[src/rtl/shift_seq_ctrl_if.sv]
// shift_seq_ctrl_if: request/result handshake bundle for shift_seq_ctrl.
// Carries the ovf flag only when SHIFT_OVF_EN is defined.
interface shift_seq_ctrl_if #(parameter int WIDTH = 4, parameter int AMT_W = 3);
   logic             i_in_valid;
   logic             o_in_ready;
   logic [WIDTH-1:0] i_in;
   logic [1:0]       i_sel;
   logic [AMT_W-1:0] i_amt;
   logic             o_out_valid;
   logic             i_out_ready;
   logic [WIDTH-1:0] o_out;
   logic             o_busy;
`ifdef SHIFT_OVF_EN
   logic             o_ovf;
   modport master(output i_in_valid, i_in, i_sel, i_amt, i_out_ready,
                  input o_in_ready, o_out_valid, o_out, o_busy, o_ovf);
   modport slave(input i_in_valid, i_in, i_sel, i_amt, i_out_ready,
                 output o_in_ready, o_out_valid, o_out, o_busy, o_ovf);
`else
   modport master(output i_in_valid, i_in, i_sel, i_amt, i_out_ready,
                  input o_in_ready, o_out_valid, o_out, o_busy);
   modport slave(input i_in_valid, i_in, i_sel, i_amt, i_out_ready,
                 output o_in_ready, o_out_valid, o_out, o_busy);
`endif
endinterface

[src/rtl/shift_seq_ctrl.sv]
// shift_seq_ctrl: multi-cycle LSL/LSR/ASL/ASR sequencer, one 1-bit shift per clock.
// SHIFT_OVF_EN adds a sticky overflow flag of all bits shifted out.
module shift_seq_ctrl #(
   parameter int WIDTH = 4,
   parameter int AMT_W = 3
) (
   input logic             clk,
   input logic             rst,
   shift_seq_ctrl_if.slave bus
);
   localparam int CW = $clog2(WIDTH + 1);
   typedef enum logic [1:0] {IDLE, SHIFT, DONE} state_t;
   state_t           r_state, w_next;
   logic [WIDTH-1:0] r_work, r_out, w_shifted;
   logic [1:0]       r_sel;
   logic [CW-1:0]    r_cnt, w_n;
   logic             w_accept, w_last;
`ifdef SHIFT_OVF_EN
   logic             r_ovf, w_lost;
   assign w_lost = r_sel[0] ? r_work[0] : r_work[WIDTH-1];
`endif
   assign w_accept  = bus.i_in_valid & bus.o_in_ready;
   assign w_n       = (32'(bus.i_amt) >= WIDTH) ? CW'(WIDTH) : CW'(bus.i_amt);
   assign w_last    = r_cnt == CW'(1);
   assign w_shifted = r_sel[0] ? {r_sel[1] & r_work[WIDTH-1], r_work[WIDTH-1:1]}
                               : {r_work[WIDTH-2:0], 1'b0};
   always_ff @(posedge clk)
      r_state <= rst ? IDLE : w_next;
   always_comb begin
      w_next = (r_state == IDLE)  ? (w_accept ? ((w_n == '0) ? DONE : SHIFT) : IDLE) :
               (r_state == SHIFT) ? (w_last ? DONE : SHIFT) :
               (r_state == DONE && !bus.i_out_ready) ? DONE : IDLE;
   end
   always_comb begin
      bus.o_in_ready  = (r_state == IDLE) & ~rst;
      bus.o_busy      = r_state != IDLE;
      bus.o_out_valid = r_state == DONE;
      bus.o_out       = r_out;
`ifdef SHIFT_OVF_EN
      bus.o_ovf       = r_ovf;
`endif
   end
   // r_out only changes on entry to DONE, so it stays put through DONE and after
   always_ff @(posedge clk) begin
      if (rst) begin
         r_work <= '0;
         r_sel  <= '0;
         r_cnt  <= '0;
         r_out  <= '0;
`ifdef SHIFT_OVF_EN
         r_ovf  <= 1'b0;
`endif
      end else if (w_accept) begin
         r_work <= bus.i_in;
         r_sel  <= bus.i_sel;
         r_cnt  <= w_n;
         if (w_n == '0) r_out <= bus.i_in;
`ifdef SHIFT_OVF_EN
         r_ovf  <= 1'b0;
`endif
      end else if (r_state == SHIFT) begin
         r_work <= w_shifted;
         r_cnt  <= r_cnt - CW'(1);
         if (w_last) r_out <= w_shifted;
`ifdef SHIFT_OVF_EN
         r_ovf  <= r_ovf | w_lost;
`endif
      end
   end
endmodule

[src/flat_wrapper.sv]
// flat-port wrapper written by rule: the top's interface ports become plain ports
module shift_seq_ctrl_flat 
#(
   parameter int WIDTH = 4,
   parameter int AMT_W = 3
)
  (clk, rst, bus_i_in_valid, bus_i_in, bus_i_sel, bus_i_amt, bus_i_out_ready, bus_o_in_ready, bus_o_out_valid, bus_o_out, bus_o_busy);
  shift_seq_ctrl_if #(.WIDTH(WIDTH), .AMT_W(AMT_W)) bus_i ();
  input logic clk;
  input logic rst;
  input wire logic [$bits(bus_i.i_in_valid)-1:0] bus_i_in_valid;
  input wire logic [$bits(bus_i.i_in)-1:0] bus_i_in;
  input wire logic [$bits(bus_i.i_sel)-1:0] bus_i_sel;
  input wire logic [$bits(bus_i.i_amt)-1:0] bus_i_amt;
  input wire logic [$bits(bus_i.i_out_ready)-1:0] bus_i_out_ready;
  output wire logic [$bits(bus_i.o_in_ready)-1:0] bus_o_in_ready;
  output wire logic [$bits(bus_i.o_out_valid)-1:0] bus_o_out_valid;
  output wire logic [$bits(bus_i.o_out)-1:0] bus_o_out;
  output wire logic [$bits(bus_i.o_busy)-1:0] bus_o_busy;
  assign bus_i.i_in_valid = bus_i_in_valid;
  assign bus_i.i_in = bus_i_in;
  assign bus_i.i_sel = bus_i_sel;
  assign bus_i.i_amt = bus_i_amt;
  assign bus_i.i_out_ready = bus_i_out_ready;
  assign bus_o_in_ready = bus_i.o_in_ready;
  assign bus_o_out_valid = bus_i.o_out_valid;
  assign bus_o_out = bus_i.o_out;
  assign bus_o_busy = bus_i.o_busy;
  shift_seq_ctrl #(.WIDTH(WIDTH), .AMT_W(AMT_W)) u_core (.clk(clk), .rst(rst), .bus(bus_i));
endmodule
[config.mk]
export PLATFORM = sky130hd
export DESIGN_NAME = shift_seq_ctrl_flat
export DESIGN_NICKNAME = d
export VERILOG_FILES = /design/src/rtl/shift_seq_ctrl_if.sv /design/src/rtl/shift_seq_ctrl.sv /design/src/flat_wrapper.sv
export SDC_FILE = /design/constraint.sdc
export NUM_CORES = 1
export LEC_CHECK = 0
export CAP_MARGIN = 40
export CORE_UTILIZATION = 35
export DETAILED_ROUTE_END_ITERATION = 10
export HOLD_SLACK_MARGIN = 0.08
export SYNTH_ARGS = -nofsm -noshare
export SYNTH_HDL_FRONTEND = slang
export SYNTH_SLANG_ARGS = --single-unit
export TNS_END_PERCENT = 30
[constraint.sdc]
create_clock -name clk -period 3.2 [get_ports clk]
set_input_delay 0.48 -clock clk [delete_from_list [all_inputs] [get_ports clk]]
set_output_delay 0.48 -clock clk [all_outputs]
set_load 0.005 [all_outputs]
==> results of run 1 <==
-- worst register-to-register path, cell delays in order (launching register included) --
cell and delay (ps):
dfxtp_1 370, or4b_4 650, o22a_4 270, a211o_1 240
a21oi_2 130
-- area by class of cell --
type / instances / area [µm²] / area share (%)
multi-input cells: 65 / 434 / 42.9
flip-flops and latches: 15 / 300 / 29.7
repair buffers: 21 / 205 / 20.3
well taps: 27 / 33.8 / 3.34
clock buffers: 3 / 22.5 / 2.22
inverters: 3 / 11.3 / 1.11
clock inverters: 1 / 5.00 / 0.494
-- layout by cell type, fill, tap and decap left out, drive strengths merged, types with 2 or more instances in the layout --
cell type / instances
clkdlybuf4s50: 19
dfxtp: 15
nand2: 11
a21oi: 9
nor2: 7
nor2b: 4
mux2: 4
mux2i: 4
inv: 3
nand2b: 3
nand3: 3
clkbuf: 3
a211oi: 2
ha: 2
buf: 2
or2: 2
-- routing by layer --
metal	vias to the layer above	global-route usage, %	part of all wire (%)
met3	2	5.92	8.4
met4	0	2.94	0.50
li1	348	-	-
met5	-	0	0
met2	19	22.6	40
met1	288	21.5	51
-- power by group through the flow --
| stage | combinational (mW) | sequential (mW) | clock (mW) |
|---|---|---|---|
| CTS | 0.0908 | 0.208 | 0.113 |
| global placement | 0.0894 | 0.212 | 0 |
| detailed placement | 0.0900 | 0.212 | 0 |
| floorplan | 0.0590 | 0.210 | 0 |
| global route | 0.102 | 0.210 | 0.123 |
| finish | 0.0898 | 0.207 | 0.109 |
-- cell families after synthesis --
family / Yosys count
AND/OR/NAND/NOR: 35
AO/OA/AOI/OAI: 19
flip-flops: 15
buffers and inverters: 8
multiplexers: 8
adder cells (fa/ha/maj): 2
XOR/XNOR: 1
-- worst max path at each step --
stage,from,depth (start not counted),end,slack [ps]
CTS,rst,4,bus_o_in_ready,970
finish,rst,4,bus_o_in_ready,990
floorplan,rst,6,u_core.bus.o_out[3],1320
detailed placement,rst,5,u_core.bus.o_out[3],930
global route,rst,4,bus_o_in_ready,910
global placement,rst,5,u_core.bus.o_out[3],950
-- metrics by stage --
| step | area, µm² | setup WS, ps | hold slack (ps) |
|---|---|---|---|
| final | 1010 | 987 | 457 |
| after global routing | 1010 | 910 | 497 |
| after CTS | 1010 | 970 | 460 |
| after detailed placement | 985 | 933 | 446 |
| after global placement | 985 | 952 | 447 |
| after floorplan | 781 | 1320 | 446 |
-- registers in the layout (all words and copies together), names as in the netlist --
| signal | cells |
|---|---|
| u_core.r_state | 2 |
| u_core.r_work | 4 |
| u_core.r_sel | 2 |
| u_core.r_cnt | 3 |
| u_core.bus.o_out | 4 |
==> impl_metrics.ini, run 1 <==
[logic_synthesis]
synth-seq-cells = 15
synth_top_cell_by_area = dfxtp_1
synth_edf_count = 0
synth-simple-area-share_pct = 23.2
yosysTopAreaCellShare_pct = 38.5
muxShareOfSynthArea_pct = 10.9
syn_avg_cell_area_um2 = 8.87
synthXorXnorAreaFrac_pct = 1.12
ys_warn_count = 0
synth_top_family_by_area = simple AND/OR/NAND/NOR gates
synth_cell_type_count = 32
syn_area_um2 = 781
async_reset_ff_share_pct = 0
synth_area_leaders = dfxtp_1, mux2_2, nand2_1
ys_seq_area_share_pct = 38.5
synthAdderAreaFrac_pct = 3.21
syn_inst = 88
synth.most_common_cell = dfxtp_1
synth_nets = 103
synth_compound_gate_area_share_pct = 17.1
yosys-top-cells-count = dfxtp_1, nand2_1, a21oi_1
ys.flop_type = dfxtp_1

[routing]
ant_nets = 0
detail_route.wl_per_cell_um = 11.8
vias = 657
vias_per_cell = 4.87
drc = 0
drt-pass1-iter-count = 4
wirelength_um = 1600
first_iter_violations = 15

[clocking]
cts_buffers = 3
clk_pin_slew_ps = 90
holdBufCountCts = 0
cts_resized = 0
postCtsSetupBuffers = 0
cts_buffer_depth = 2
clock-sinks = 15
htreeDepth = 1
cts_tree = built
clk_latency_ps = 280
ctsRootBufferMaster = clkbuf_4

[worst_hold_path]
min_path_cells = 2
min_from = u_core.bus.o_out[0]
hold_end = u_core.bus.o_out[0]
hold_path.class = reg2reg

[power_and_ir_drop]
power.share.sequential_pct = 51.0
total_power_mw = 0.407
p_leak_nw = 0.398
p_per_area_nw_per_um2 = 402
power.switching_mw = 0.111
pwr-share-comb_pct = 22.1
p_int_mw = 0.295
peakVddDrop_mv = 0.218
clkPwrFrac_pct = 26.9
swShare_pct = 27.3

[worst_setup_path]
crit_required_ps = 2720
end_kind = output port
crit_slowest_cell = clkdlybuf4s50_1
path_cells = clkdlybuf4s50_1, buf_4, nor2_1, clkdlybuf4s50_1
reg2reg_depth = 4
worstPathArrival_ps = 1730
ff2ff_setup_slack_ps = 1490
reg2reg_to = u_core.bus.o_out[3]
critical_path_class = in2out
cp_max_fo = 17
start_kind = input pin
cp_top_family = buffers and inverters
worst-path-buf-inv = 3
r2r-start = u_core.r_state[0]
cpPeakStageDelay_ps = 500
cp_common_cell = clkdlybuf4s50_1

[finish]
antennaDiodeCount = 0
utilization_pct = 50.1
synthToLayoutAreaGrowth_pct = 29.6
finalNetCount = 124
fin_cells = 135
num-fill-cells = 208
drive_gt1_share_pct = 13.0

[die]
dieArea_um2 = 2420
core_region_area_um2 = 2020
rows = 16
die_y_um = 49.2
boundaryPins = 20
start_util_pct = 38.6
fp.dieW_um = 49.2

[global_routing]
grt_pass1_vias = 624
grt_first_pass_wirelength_um = 2880
track_usage_pct = 15.5
overflow = 0
grt_max_degree = 18
antenna_found_initial = 0

[placement]
portBuffers = 19
hpwlAfterDp_um = 1180
placedCellCount = 131
gp_congestion = 0.761

[run_status]
status = finished clean

[flow_run]
drv_cap = 0

[sta]
setup_tns_ps = 0
hold_viol_final = 0
final-max-slew-violation-count = 0
skew_ps = 4.80
fmax_ghz = 0.452
relSlewSlack_pct = 69.7
rsz0062_at_grt = no
fin_crit_ps = 2210
worst_pin_slew_ps = 454
period_share_pct = 69.1
finalSetupViolCount = 0
No activity file was read; power rests on OpenSTA's default activity.
==> run 2: changes to the inputs <==
clock period = 1.86 ns   (was 3.2 ns; I/O delays follow)
==> impl_metrics.ini, run 2 (synthesized netlist as in run 1, its figures left out) <==
[run_status]
status = finished clean

[sta]
final-max-slew-violation-count = 0
relSlewSlack_pct = 67.6
fmax_ghz = 0.581
skew_ps = 4.63
finalSetupViolCount = 0
fin_crit_ps = 1720
period_share_pct = 92.6
hold_viol_final = 0
worst_pin_slew_ps = 485
rsz0062_at_grt = no

[finish]
finalNetCount = 128
fin_cells = 139
drive_gt1_share_pct = 17.9
antennaDiodeCount = 0
synthToLayoutAreaGrowth_pct = 34.5
num-fill-cells = 201
final_common_cell = clkdlybuf4s50_1
final_cell_mix = clkdlybuf4s50_1, dfxtp_1, nand2_1

[worst_setup_path]
crit_required_ps = 2090
cp_max_fo = 7
endpoint = u_core.bus.o_out[3]
worstSetupStartpoint = rst
reg2reg_depth = 4
ff2ff_setup_slack_ps = 230
r2r-start = u_core.r_state[0]
reg2reg_to = u_core.bus.o_out[3]
critical_path_class = in2reg
start_kind = input pin
worstPathArrival_ps = 1950
end_kind = flip-flop

[placement]
gp_congestion = 0.776
placedCellCount = 135
portBuffers = 19
hpwlAfterDp_um = 1320

[clocking]
cts_tree = built
cts_buffers = 3
clock-sinks = 15
ctsRootBufferMaster = clkbuf_4
clk_pin_slew_ps = 90
cts_buffer_depth = 2
htreeDepth = 1
clk_latency_ps = 290

[worst_hold_path]
hold_path.class = reg2reg

[global_routing]
overflow = 0
track_usage_pct = 16.9
grt_max_degree = 18
grt_pass1_vias = 695
antenna_found_initial = 0
grt_first_pass_wirelength_um = 3060

[power_and_ir_drop]
clkPwrFrac_pct = 26.1
p_per_area_nw_per_um2 = 672
swShare_pct = 27.2
peakVddDrop_mv = 0.396
p_leak_nw = 0.428
power.switching_mw = 0.192
power.share.sequential_pct = 50.7
pwr-share-comb_pct = 23.2
total_power_mw = 0.706
p_int_mw = 0.513

[die]
die_y_um = 49.2
dieArea_um2 = 2420
start_util_pct = 38.6
fp.dieW_um = 49.2
rows = 16
core_region_area_um2 = 2020
boundaryPins = 20

[routing]
drt-pass1-iter-count = 4
ant_nets = 0
detail_route.wl_per_cell_um = 12.6
drc = 0
vias_per_cell = 5.01
vias = 696
first_iter_violations = 16
wirelength_um = 1760

[flow_run]
drv_cap = 0
==> run 2: cell type report <==
cell class                      instances  area, µm²  area share (%)
Timing Repair Buffer                   25        238            22.6
Clock buffer                            3       22.5            2.15
Inverter                                3       11.3            1.07
Clock inverter                          1       5.00           0.477
Multi-Input combinational cell         65        434            41.4
Sequential cell                        15        305            29.1
Tap cell                               27       33.8            3.22
==> run 2: worst min path at each step <==
stage                         from             endpoint  slack (ps)  cells past startpoint
6_report       u_core.bus.o_out[3]  u_core.bus.o_out[3]         470                      2
4_1_cts        u_core.bus.o_out[0]  u_core.bus.o_out[0]         460                      2
5_1_grt        u_core.bus.o_out[3]  u_core.bus.o_out[3]         500                      2
3_3_place_gp   u_core.bus.o_out[0]  u_core.bus.o_out[0]         440                      2
2_1_floorplan         bus_i_sel[1]      u_core.r_sel[1]         380                      2
3_5_place_dp   u_core.bus.o_out[0]  u_core.bus.o_out[0]         450                      2
==> run 2: what timing repair did <==
action,in CTS,in global routing
setup buffers,0,0
endpoints found under the setup margin,0,1
resized for setup,0,4
hold buffers,0,0
==> run 2: worst max-delay path, cell delays in order <==
cell	delay, ps
clkdlybuf4s50_1	430
or4b_4	620
o22a_4	250
a211o_1	240
a21oi_2	130
==> run 2: metal layers <==
layer | global-route usage [%] | up-vias | wire, µm
met5 | 0 | - | 0
met4 | 5.88 | 0 | 19
met3 | 5.61 | 4 | 109
met2 | 28.1 | 19 | 789
met1 | 20.2 | 318 | 836
li1 | - | 355 | -
==> run 2: metrics by stage <==
step                worst slack [ps]  cell area, µm²  util [%]  setup TNS (ps)  hold slack [ps]
floorplan                        181             781         -               0              378
global placement                -121            1010      50.2            -513              445
detailed placement              -148            1010      50.2            -770              451
CTS                             5.23            1040      51.5               0              465
global route                    77.0            1050      51.9               0              497
finish                           138            1050      51.9               0              470
==> run 2: power groups by stage <==
stage,Sequential [mW],Clock (mW),Combinational [mW]
after CTS,0.358,0.192,0.166
after global placement,0.364,0,0.161
after global routing,0.361,0.208,0.181
after detailed placement,0.365,0,0.165
after floorplan,0.360,0,0.102
final,0.358,0.184,0.164
